$ cat src/rtl/line_refill_unit.sv
// line_refill_unit: instruction-cache miss back end. Reads one line word by word
// over a valid/ready memory port and hands the assembled line to the cache.
module line_refill_unit #(
    parameter int LINE_BYTES = 64,
    parameter int ADDR_WIDTH = 32
) (
    input  logic                    Clock,
    input  logic                    Reset,
    input  logic                    MissValid,
    input  logic [ADDR_WIDTH-1:0]   MissAddress,
    output logic                    MissReady,
    output logic                    MemReqValid,
    output logic [ADDR_WIDTH-1:0]   MemReqAddress,
    input  logic                    MemReqReady,
    input  logic                    MemRespValid,
    input  logic [31:0]             MemRespData,
    input  logic                    MemRespError,
    output logic                    FillValid,
    output logic [ADDR_WIDTH-1:0]   FillAddress,
    output logic [LINE_BYTES*8-1:0] FillData,
    output logic                    FillError,
    input  logic                    FillReady
);

    // state   | meaning
    // IDLE    | no miss in flight; MissReady high
    // FETCH   | issuing word reads and collecting responses in order
    // DELIVER | line complete; FillValid held until FillReady

    localparam int BEATS        = LINE_BYTES / 4;
    localparam int OFFSET_WIDTH = $clog2(LINE_BYTES);
    localparam int CNT_W        = $clog2(BEATS) + 1;
    localparam int IDX_W        = (BEATS > 1) ? $clog2(BEATS) : 1;

    localparam logic [CNT_W-1:0]      LAST_BEAT   = CNT_W'(BEATS - 1);
    localparam logic [CNT_W-1:0]      BEATS_CNT   = CNT_W'(BEATS);
    localparam logic [ADDR_WIDTH-1:0] OFFSET_MASK = ADDR_WIDTH'((1 << OFFSET_WIDTH) - 1);
    localparam logic [ADDR_WIDTH-1:0] WORD_STEP   = ADDR_WIDTH'(4);

    typedef enum logic [1:0] {
        IDLE    = 2'd0,
        FETCH   = 2'd1,
        DELIVER = 2'd2
    } state_t;

    state_t                 state;
    logic [CNT_W-1:0]       req_cnt;
    logic [CNT_W-1:0]       resp_cnt;
    logic [IDX_W-1:0]       resp_idx;
    logic [ADDR_WIDTH-1:0]  miss_base;
    logic                   req_fire;
    logic                   resp_take;
    logic                   last_req;
    logic                   last_resp;

    assign miss_base = MissAddress & ~OFFSET_MASK;
    assign req_fire  = MemReqValid && MemReqReady;
    assign resp_take = MemRespValid && (resp_cnt != BEATS_CNT);
    assign last_req  = (req_cnt == LAST_BEAT);
    assign last_resp = (resp_cnt == LAST_BEAT);
    assign resp_idx  = resp_cnt[IDX_W-1:0];

    always_ff @(posedge Clock) begin
        if (Reset) begin
            state         <= IDLE;
            MissReady     <= 1'b1;
            MemReqValid   <= 1'b0;
            MemReqAddress <= '0;
            FillValid     <= 1'b0;
            FillAddress   <= '0;
            FillData      <= '0;
            FillError     <= 1'b0;
            req_cnt       <= '0;
            resp_cnt      <= '0;
        end else begin
            case (state)
                IDLE: begin
                    if (MissValid) begin
                        state         <= FETCH;
                        MissReady     <= 1'b0;
                        MemReqValid   <= 1'b1;
                        MemReqAddress <= miss_base;
                        FillAddress   <= miss_base;
                        FillError     <= 1'b0;
                        req_cnt       <= '0;
                        resp_cnt      <= '0;
                    end
                end

                FETCH: begin
                    // request and response sides advance independently
                    if (req_fire) begin
                        req_cnt       <= req_cnt + CNT_W'(1);
                        MemReqAddress <= MemReqAddress + WORD_STEP;
                        if (last_req) begin
                            MemReqValid <= 1'b0;
                        end
                    end
                    if (resp_take) begin
                        FillData[32*resp_idx +: 32] <= MemRespData;
                        resp_cnt  <= resp_cnt + CNT_W'(1);
                        FillError <= FillError | MemRespError;
                        if (last_resp) begin
                            state       <= DELIVER;
                            FillValid   <= 1'b1;
                            MemReqValid <= 1'b0;
                        end
                    end
                end

                DELIVER: begin
                    if (FillReady) begin
                        state     <= IDLE;
                        FillValid <= 1'b0;
                        MissReady <= 1'b1;
                    end
                end

                default: begin
                    state       <= IDLE;
                    MissReady   <= 1'b1;
                    MemReqValid <= 1'b0;
                    FillValid   <= 1'b0;
                end
            endcase
        end
    end

endmodule
$ cat config.mk
export PLATFORM = sky130hd
export DESIGN_NAME = line_refill_unit
export DESIGN_NICKNAME = d
export VERILOG_FILES = /design/src/rtl/line_refill_unit.sv
export SDC_FILE = /design/constraint.sdc
export NUM_CORES = 1
export LEC_CHECK = 0
export CAP_MARGIN = 20
export CORE_AREA = 5 5 248 250
export CTS_BUF_LIST = sky130_fd_sc_hd__clkbuf_16
export CTS_CLUSTER_SIZE = 28
export DETAILED_ROUTE_END_ITERATION = 8
export DIE_AREA = 0 0 253 255
export GPL_TIMING_DRIVEN = 0
export PLACE_DENSITY = 0.7
export SKIP_CTS_REPAIR_TIMING = 1
export SLEW_MARGIN = 15
export SYNTH_ARGS = -nofsm -noshare
export SYNTH_HDL_FRONTEND = slang
export SYNTH_SLANG_ARGS = --single-unit
$ cat constraint.sdc
create_clock -name Clock -period 2.7 [get_ports Clock]
set_clock_uncertainty 0.1 [all_clocks]
set_input_delay 0.675 -clock Clock [delete_from_list [all_inputs] [get_ports Clock]]
set_output_delay 0.675 -clock Clock [all_outputs]
set_load 0.02 [all_outputs]
==> results.yml <==
synthesis:
  syn_area_mm2: 0.0223
  syn_inst: 2743
  synth_top_cell_area_share_pct: 52.5
  synth_edf_count: 0
  ys_warn_count: 0
  synthFlopType: "dfxtp_1"
  synth.area.top_cells: "dfxtp_1, nand2_1, a21oi_1"
  avgSynthCellArea_um2: 8.12
  yosys.area.top_type: "dfxtp_1"
  ys_types: 68
  synth-async-reset-ratio_pct: 0
  synth.most_common_cell: "nand2_1"
  seq_area_frac_synth_pct: 52.5
  ys_ff_latch: 584
  synth_common_cells: "nand2_1, dfxtp_1, a21oi_1, nand3_1, clkbuf_1"
critical_path:
  required_ps: 3100
  ff2ff_setup_slack_ps: 70
  startpoint: "resp_cnt[0]"
  critPathKind: "register to register"
  cp-end-kind: "register"
  r2r_end: "FillData[466]"
  timing.rr.start: "resp_cnt[0]"
  worstRegToRegCells: 10
  cp_max_fo: 10
  crit_path_start_kind: "register"
  arrival_ps: 3030
floorplan:
  rows: 89
  die_y_um: 255
  die_area_mm2: 0.0645
  die_w_um: 253
  core_mm2: 0.0588
  initial_utilization_pct: 37.9
  io_pins: 651
grt:
  antenna_found_initial: 4
  grt_pass1_wl_um: 141000
  grt_pass1_vias: 21307
  grt_max_degree: 16
  grt-ovfl-total: 0
  grtUsageTotal_pct: 28.8
route:
  vias_per_cell: 5.40
  dr.pass1.iters: 6
  drc: 0
  ant_nets: 0
  drt_iter0_markers: 2104
  wl_per_cell_um: 23.3
  vias: 23265
  finalWirelength_um: 100000
sta:
  finalSetupViolCount: 0
  period_share_pct: 97.3
  hold_viol_final: 0
  fmax_mhz: 381
  max_slew_margin_pct: 19.8
  min_period_ps: 2630
  final-max-slew-violation-count: 0
  worstMarginPinSlew_ps: 1200
clock_tree:
  clock_path_buffers: 3
  clock-sinks: 584
  clk_pin_slew_ps: 60
  clock_latency_ps: 620
  cts_root_buf: "clkbuf_16"
  cts_buffers: 61
  cts_tree: "done"
  cts_max_level: 2
min_path:
  min_to: "FillData[168]"
  min-delay-start: "FillData[168]"
  hold_class: "register to register"
  hold-path-cell-count: 2
place:
  dpl_cell_area_mm2: 0.0297
  hpwl_um: 73800
  place.gp.congestion: 0.883
  io_buffers: 635
power:
  pwr_density_cell_mw_per_mm2: 571
  finalPower_uw: 18500
  cellLeakagePower_uw: 0.0110
  vdd_drop_max_mv: 0.561
job:
  cap_violations: 0
outcome:
  status: "completed"
final_layout:
  nFillCells: 5560
  areaGrowthSynthToFinish_pct: 45.8
  nets: 3559
  layout-drive-gt1-share_pct: 10.5
  design_area_mm2: 0.0325
  num_antenna_cells: 0
==> per-stage QoR <==
stage | utilization, % | setup TNS [ps] | instances | setup WS (ps) | hold WS [ps]
floorplan | - | 0 | 2750 | 179 | 341
finish | 55.2 | 0 | 4306 | 72.0 | 348
detailed placement | 50.4 | -319720 | 4160 | -1050 | 342
global route | 55.2 | -242 | 4306 | -24.0 | 365
global placement | 50.4 | -349610 | 4158 | -1160 | 337
CTS | 53.8 | -257870 | 4275 | -993 | 351
==> sequential cells by signal (all words and copies together), names as in the netlist, 2 cells and up <==
| name | count |
|---|---|
| FillAddress | 26 |
| FillData | 512 |
| MemReqAddress | 30 |
| req_cnt | 5 |
| resp_cnt | 5 |
| state | 2 |
==> layout by cell type, fill, tap and decap left out, drive strengths merged, types with 4 or more instances in the layout <==
cell,instances
clkbuf,245
conb,8
and3,11
a211oi,8
nand2b,37
a311oi,6
o21ai,21
a31o,38
xor2,4
buf,125
and2,5
clkinv,29
ha,7
inv,21
clkdlybuf4s50,635
a31oi,6
o31ai,31
or2,5
nor3,60
nor2,52
a32o,4
nand3,346
a21oi,488
or3,9
nand2,676
o22ai,4
bufinv,6
clkinvlp,4
dfxtp,584
nand4,11
==> metal layers <==
metal  vias up  part of all wire [%]  GRT usage, %
li1      10816                     -             -
met1     11130                    41          38.1
met2      1116                    46          46.7
met3       201                   9.0          6.45
met4         2                   3.8          10.2
met5         -                 0.013             0
==> where the power goes <==
group / switching [µW] / leakage, µW / total, µW / internal, µW
sequential: 69.8 / 0.00471 / 8760 / 8690
clock: 3660 / 0.00103 / 8450 / 4790
combinational: 917 / 0.00521 / 1330 / 411
==> final cells by class <==
cell class	count	area, µm²	share of cell area, %
clock buffer	63	1580	4.86
buffer	267	1340	4.12
tap	773	967	2.98
sequential	584	11700	36.0
inverter	8	33.8	0.104
multi-input combinational	1884	9720	29.9
timing repair buffer	675	6730	20.7
clock inverter	52	409	1.26
==> worst max path at each step <==
stage,end,slack [ps],depth (start not counted)
6_report,FillData[466],70,10
5_1_grt,FillData[206],-20,10
4_1_cts,FillData[157],-990,10
3_5_place_dp,FillData[128],-1050,7
3_3_place_gp,FillData[279],-1160,8
2_1_floorplan,FillData[66],180,11
==> critical path, cell delays in order (launching register included) <==
cell       delay (ps)
dfxtp_2           360
buf_6             130
nor3_1             50
ha_1              230
nand4bb_4         250
or2_4             290
or4_4             500
buf_4             200
clkbuf_4          200
nand3_1           130
o31ai_2            80
==> cells by family (layout without fill, tap and decap cells) <==
logic type	Yosys count	after routing	share of synthesized area [%]
simple gates	1235	1235	25.0
compound gates	623	623	16.2
flops	584	584	52.5
buf+inv	282	1065	5.44
fa+ha+maj	7	7	0.393
xor+xnor	7	7	0.309
mux	4	4	0.185
other cells	1	8	0.0168
No activity file was read; power rests on OpenSTA's default activity.
